==> config.mk <==
export PLATFORM = sky130hd
export DESIGN_NAME = led_chaser_ng
export DESIGN_NICKNAME = d
export VERILOG_FILES = /design/src/rtl/led_chaser_ng.sv
export SDC_FILE = /design/constraint.sdc
export NUM_CORES = 1
export LEC_CHECK = 0
export BUFFER_PORTS_ARGS = -buffer_cell sky130_fd_sc_hd__buf_2
export CAP_MARGIN = 15
export CORE_MARGIN = 2
export CORE_UTILIZATION = 59
export CTS_BUF_LIST = sky130_fd_sc_hd__clkbuf_4
export DETAILED_ROUTE_END_ITERATION = 8
export PLACE_DENSITY = 0.83
export SYNTH_ARGS = -nofsm -noshare
export SYNTH_HDL_FRONTEND = slang
export SYNTH_SLANG_ARGS = --single-unit
==> constraint.sdc <==
create_clock -name clk -period 1.8 [get_ports clk]
set_input_delay 0.18 -clock clk [delete_from_list [all_inputs] [get_ports clk]]
set_output_delay 0.18 -clock clk [all_outputs]
set_load 0.05 [all_outputs]
==> src/rtl/led_chaser_ng.sv <==
// Pattern chaser: a WIDTH-bit register advanced by rotate, bounce or hold moves,
// either every cycle or once per 2^PRESCALE_BITS cycles via a clock-enable prescaler.
module led_chaser_ng #(
  parameter int                 WIDTH         = 6,
  parameter int                 PRESCALE_BITS = 11,
  parameter logic [WIDTH-1:0]   SEED          = {1'b1, {(WIDTH-1){1'b0}}}
) (
  input  logic             clk,
  input  logic             rst,
  input  logic             run,
  input  logic             fast,
  input  logic [1:0]       mode,
  output logic [WIDTH-1:0] pattern,
  output logic             dir,
  output logic             step
);

  typedef enum logic [1:0] {
    MODE_ROTL   = 2'b00,
    MODE_ROTR   = 2'b01,
    MODE_BOUNCE = 2'b10,
    MODE_HOLD   = 2'b11
  } mode_t;

  logic [PRESCALE_BITS-1:0] count;
  logic                     tick;
  logic                     adv;
  logic [WIDTH-1:0]         rotl;
  logic [WIDTH-1:0]         rotr;
  mode_t                    mode_sel;

  assign mode_sel = mode_t'(mode);
  assign tick     = fast | (count == {PRESCALE_BITS{1'b1}});
  assign adv      = run & tick;
  assign rotl     = {pattern[WIDTH-2:0], pattern[WIDTH-1]};
  assign rotr     = {pattern[0], pattern[WIDTH-1:1]};

  // Prescaler is held clear while stopped or bypassed, so re-entering slow
  // mode always yields a full period before the next advance.
  always_ff @(posedge clk or posedge rst) begin
    if (rst) begin
      count <= '0;
    end else if (!run || fast) begin
      count <= '0;
    end else begin
      count <= count + 1'b1;
    end
  end

  always_ff @(posedge clk or posedge rst) begin
    if (rst) begin
      step <= 1'b0;
    end else begin
      step <= adv;
    end
  end

  // Bounce turns around when the leading end bit is already set, so each end
  // bit is shown for exactly one advance.
  always_ff @(posedge clk or posedge rst) begin
    if (rst) begin
      pattern <= SEED;
      dir     <= 1'b0;
    end else if (!run) begin
      pattern <= SEED;
      dir     <= 1'b0;
    end else if (adv) begin
      unique case (mode_sel)
        MODE_ROTL: begin
          pattern <= rotl;
          dir     <= 1'b0;
        end
        MODE_ROTR: begin
          pattern <= rotr;
          dir     <= 1'b1;
        end
        MODE_BOUNCE: begin
          if (!dir) begin
            if (pattern[WIDTH-1]) begin
              pattern <= rotr;
              dir     <= 1'b1;
            end else begin
              pattern <= rotl;
            end
          end else begin
            if (pattern[0]) begin
              pattern <= rotl;
              dir     <= 1'b0;
            end else begin
              pattern <= rotr;
            end
          end
        end
        MODE_HOLD: begin
          pattern <= pattern;
          dir     <= dir;
        end
        default: begin
          pattern <= pattern;
          dir     <= dir;
        end
      endcase
    end
  end

endmodule

==> results of run 1 <==
==> how the worst max path moves through the flow <==
stage	from	end	slack, ns	cells after the start
after floorplan	dir$_DFFE_PP0P_	pattern[2]$_DFFE_PP0P_	0.17	5
after global placement	count[0]$_DFF_PP0_	pattern[5]$_DFFE_PP1P_	0.16	6
after detailed placement	count[0]$_DFF_PP0_	pattern[5]$_DFFE_PP1P_	0.15	6
after CTS	count[0]$_DFF_PP0_	pattern[3]$_DFFE_PP0P_	0.11	6
after global routing	count[0]$_DFF_PP0_	pattern[3]$_DFFE_PP0P_	0.04	6
final	count[0]$_DFF_PP0_	pattern[5]$_DFFE_PP1P_	0.20	6
==> metrics by stage <==
step	power, W	util [%]	worst slack, ns	hold WS [ns]
floorplan	0.000614	-	0.165	0.130
global placement	0.000649	65.7	0.160	0.326
detailed placement	0.000656	65.7	0.151	0.336
CTS	0.000886	67.3	0.106	0.00358
global route	0.000926	67.3	0.0419	0.0351
finish	0.000879	67.3	0.197	-0.0224
==> layout make-up <==
type,count,area (µm²),share of cell area [%]
Sequential cell,19,477,37.2
Multi-Input combinational cell,89,626,48.9
Inverter,7,26.3,2.05
Clock buffer,4,30.0,2.35
Tap cell,27,33.8,2.64
Timing Repair Buffer,16,87.6,6.84
==> cell usage after synthesis, types with 2 or more instances <==
master,number
a211o_1,2
a21oi_1,6
a31oi_1,2
a32oi_1,2
buf_2,2
clkbuf_1,4
dfrtp_1,18
ha_1,4
inv_1,7
nand2_1,7
nand2b_1,6
nand3_1,6
nand4_1,2
nor2_1,12
nor3_1,5
o211a_1,2
o21ai_0,3
o21ai_2,2
xnor2_1,4
xor2_1,4
==> logic make-up (layout without fill, tap and decap cells) <==
group	count (synthesis)	in the layout	share of synthesized area [%]
compound gates	28	28	19.4
xor+xnor	8	8	6.01
fa+ha+maj	4	4	4.30
buf+inv	14	27	5.37
flops	19	19	40.9
mux	1	1	0.967
simple gates	48	48	23.0
==> critical path, stage by stage (launching register included) <==
cell     delay (ns)
dfrtp_1        0.40
ha_1           0.20
nand4_2        0.17
o41ai_4        0.34
buf_4          0.23
nor3b_1        0.06
a31oi_1        0.14
==> cell usage in the layout (no fill, tap or decap), drive strengths merged, types with 2 or more instances in the layout <==
| cell | synthesis | routed |
|---|---|---|
| o211a | 2 | 2 |
| a211o | 2 | 2 |
| buf | 3 | 16 |
| ha | 4 | 4 |
| xor2 | 4 | 4 |
| a32oi | 2 | 2 |
| nand2b | 6 | 6 |
| a31oi | 2 | 2 |
| clkbuf | 4 | 4 |
| inv | 7 | 7 |
| xnor2 | 4 | 4 |
| nand3 | 6 | 6 |
| nand4 | 4 | 4 |
| nor3 | 5 | 5 |
| a21oi | 7 | 7 |
| nor2 | 12 | 12 |
| dfrtp | 18 | 18 |
| o21ai | 6 | 6 |
| nand2 | 7 | 7 |
==> registers in the layout, summed over array words and instances (netlist names) <==
name and cells:
pattern 6, count 11, step 1, dir 1
==> where the power goes <==
part / internal, W / switching [W] / total [W]
logic: 0.0000618 / 0.000121 / 0.000182
registers: 0.000442 / 0.0000234 / 0.000466
clock network: 0.000101 / 0.000129 / 0.000231
==> routing by layer <==
| layer | share of wire [%] | track usage (%) | vias up |
|---|---|---|---|
| li1 | - | - | 460 |
| met1 | 46 | 31.2 | 458 |
| met2 | 47 | 36.1 | 26 |
| met3 | 5.5 | 3.09 | 4 |
| met4 | 1.5 | 6.19 | 0 |
| met5 | 0 | 0 | - |
==> results.json, run 1 <==
{
  "synth-seq-cells": 19,
  "skew_ns": 0.00937,
  "max_cap_violations": 0,
  "layout.cells.non_filler": 162,
  "syn_to_final_growth_pct": 9.88,
  "drive_above_1_share_pct": 23.0,
  "avgRoutedWirePerCell_um": 14.5,
  "worst_ep_arrival_time_ns": 1.84,
  "clock_sinks": 19,
  "rsz0062_at_grt": "false",
  "synth.top_cell.area_share_pct": 38.7,
  "num_vias": 948,
  "r2r_end": "pattern[5]$_DFFE_PP1P_",
  "drc": 0,
  "grt_pass1_wl_mm": 4.17,
  "critPathCaptureType": "register",
  "cts_inserted_buffers": 3,
  "dp.final_hpwl_mm": 1.68,
  "grt.overflow.total": 0,
  "final_max_slew_viol_count": 0,
  "worstSkewPairLatency_ns": 0.30,
  "violations": "hold timing",
  "synth_nets": 132,
  "cts.clk_slew.worst_paths_ns": 0.11,
  "worstRegToRegCells": 6,
  "rrSetupSlack_ns": 0.20,
  "hold_buffers": 0,
  "hold_class": "in -> async",
  "wl_mm": 2.35,
  "path_class": "reg -> reg",
  "initial_core_util_pct": 61.2,
  "fmax_mhz": 624,
  "setup.worst_path.start_class": "register",
  "period_needed_ns": 1.60,
  "slew-limit-headroom_pct": 52.3,
  "fin_crit_sh_pct": 89.1,
  "viasPerCell": 5.85,
  "rows": 16,
  "cts_htree_levels": 1,
  "peakVddDrop_v": 0.000430,
  "syn_area_um2": 1160,
  "diodes": 0,
  "place.gp.congestion": 0.902,
  "nets": 146,
  "die_w_um": 48.4,
  "status": "finished with violations",
  "required_ns": 2.03,
  "ios": 14,
  "antenna_found_initial": 0,
  "synthDistinctLibCells": 42,
  "avgSynthCellArea_um2": 9.55,
  "finalSetupViolations": 0,
  "ys_seq_area_share_pct": 40.9,
  "leakagePower_nw": 0.601,
  "worst_pin_slew_ns": 0.715,
  "firstDrtPassIters": 4,
  "hold_slack_ns": -0.0224,
  "ys_async_sr_fraction_pct": 100,
  "cts_setup_buffers": 0,
  "grt_start_max_net_pins": 20,
  "place_area_um2": 1250,
  "cts_buffer_depth": 2,
  "synth_cells": 122,
  "cts-root-buf": "clkbuf_4",
  "dpl.cell_count": 158,
  "synth_top_cell_by_area": "dfrtp_1",
  "reg2reg_from": "count[0]$_DFF_PP0_",
  "dieArea_um2": 2350,
  "grt_pass1_vias": 950,
  "grt_use_total_pct": 22.2,
  "fp.coreArea_um2": 1900,
  "chipHeight_um": 48.4,
  "cts_tree": "done",
  "drt_iter0_drc": 24,
  "stdcell_area_um2": 1280,
  "cts_resized": 0,
  "crit_fanout": 7,
  "finalHoldViolCount": 18,
  "ys.flop_type": "dfrtp_1",
  "power_density_nw_per_um2": 687,
  "final.fill_count": 148,
  "synth_area_leaders": "dfrtp_1 39%, ha_1 4.3%, nor2_1 3.9%",
  "ant_nets": 0,
  "fin_setup_tns_ns": 0,
  "portBuffers": 13,
  "yosys_warnings": 0,
  "synth_edf_count": 0
}
Power figures use the tool's default switching activity.
==> run 2, diff against run 1 <==
==> constraint.sdc (replaced) <==
create_clock -name clk -period 1.7 [get_ports clk]
set_input_delay 0.17 -clock clk [delete_from_list [all_inputs] [get_ports clk]]
set_output_delay 0.17 -clock clk [all_outputs]
set_load 0.05 [all_outputs]
==> results.json, run 2 (same netlist as run 1, synthesis figures left out) <==
{
  "status": "finished clean",
  "largest_reg_flops": 11,
  "wl_mm": 2.21,
  "setup.worst_path.start_class": "register",
  "register_area_um2": 477,
  "worst_slack_ns": 0.124,
  "viasPerCell": 5.82,
  "slew-limit-headroom_pct": 53.9,
  "worst_pin_slew_ns": 0.690,
  "num_vias": 960,
  "holdPathStages": 2,
  "cts_inserted_buffers": 3,
  "cts_buffer_depth": 2,
  "path_class": "reg -> reg",
  "final_max_slew_viol_count": 0,
  "rows": 16,
  "cts_htree_levels": 1,
  "required_ns": 1.92,
  "crit_fanout": 7,
  "portBuffers": 13,
  "antenna_found_initial": 0,
  "largest_registers": "count (11), pattern (6)",
  "clock_sinks": 19,
  "pre_cts_ws_ns": 0.0606,
  "fmax_mhz": 634,
  "peakVddDrop_v": 0.000462,
  "dp.final_hpwl_mm": 1.63,
  "power_density_nw_per_um2": 694,
  "chipHeight_um": 48.4,
  "nets": 149,
  "drive_above_1_share_pct": 24.6,
  "cts.clk_slew.worst_paths_ns": 0.11,
  "grt.overflow.total": 0,
  "stdcell_area_um2": 1320,
  "fp.coreArea_um2": 1900,
  "final.fill_count": 136,
  "place.gp.congestion": 0.915,
  "largest_register": "count",
  "leakagePower_nw": 0.620,
  "die_w_um": 48.4,
  "cts-root-buf": "clkbuf_4",
  "ios": 14,
  "dieArea_um2": 2350,
  "worstRegToRegCells": 5,
  "layout_common_cells": "18 x dfrtp_1, 13 x buf_2, 12 x nor2_1",
  "finalHoldViolCount": 0,
  "drt_iter0_drc": 36,
  "fin_setup_tns_ns": 0,
  "period_needed_ns": 1.58,
  "multi_input_area_um2": 647,
  "skew_ns": 0.00990,
  "grt_pass1_vias": 914,
  "grt_use_total_pct": 20.7,
  "final_core_util_pct": 69.6,
  "ant_nets": 0,
  "final_common_cell": "dfrtp_1",
  "fin_crit_sh_pct": 92.7,
  "worstSkewPairLatency_ns": 0.30,
  "diodes": 0,
  "hold_slack_ns": 0.111,
  "worst_ep_arrival_time_ns": 1.80,
  "drc": 0,
  "grt_start_max_net_pins": 20,
  "place_area_um2": 1260,
  "grt_pass1_wl_mm": 3.87,
  "hold_class": "in -> reg",
  "initial_core_util_pct": 61.2,
  "avgRoutedWirePerCell_um": 13.4,
  "firstDrtPassIters": 4,
  "finalSetupViolations": 0,
  "max_cap_violations": 0,
  "cts_tree": "done",
  "critPathCaptureType": "register",
  "syn_to_final_growth_pct": 13.6
}
-- run 2: worst paths after layout --
path	start	end	slack (ns)
max	count[5]$_DFF_PP0_	pattern[5]$_DFFE_PP1P_	0.12
min	fast	step$_DFF_PP0_	0.11
max reg2reg	count[5]$_DFF_PP0_	pattern[5]$_DFFE_PP1P_	0.12
min reg2reg	count[0]$_DFF_PP0_	count[0]$_DFF_PP0_	0.53
max in group asynchronous	rst	dir$_DFFE_PP0P_	0.76
min in group asynchronous	rst	count[10]$_DFF_PP0_	0.50
-- run 2: per-layer routing --
metal,up-vias,wire [µm],part of all wire (%),global-route usage [%]
met1,458,1060,48,29.3
li1,465,-,-,-
met3,4,119,5.4,4.63
met4,0,19,0.86,4.29
met5,-,0,0,0
met2,33,1020,46,33.1
-- run 2: per-stage QoR --
| stage | total power, W | instances |
|---|---|---|
| after detailed placement | 0.000694 | 159 |
| after global placement | 0.000688 | 159 |
| final | 0.000918 | 165 |
| after CTS | 0.000926 | 164 |
| after global routing | 0.000970 | 165 |
| after floorplan | 0.000650 | 122 |
-- run 2: worst max-delay path, stage by stage, from the launching register on --
cell	delay, ns
dfrtp_1	0.48
nand4_4	0.16
o41ai_4	0.44
buf_4	0.22
nor3b_1	0.05
a31oi_1	0.15
-- run 2: cell type report --
cell class              instances  area share [%]
multi-input cells              89            48.9
inverters                       7            1.98
flip-flops and latches         19            36.0
repair buffers                 19            8.51
well taps                      27            2.55
clock inverters                 1           0.378
clock buffers                   3            1.70
-- run 2: power breakdown --
part           leakage, nW  internal [W]  switching [W]
Combinational        0.345     0.0000707       0.000127
Clock               0.0177     0.0000877       0.000139
Sequential           0.257      0.000468      0.0000252
Total                0.620      0.000627       0.000291
-- run 2: repair_timing --
action,CTS,global route
setup buffers,0,1
gates resized for setup,0,3
setup endpoints to repair,0,7
hold endpoints to repair,18,0
hold buffers,1,0
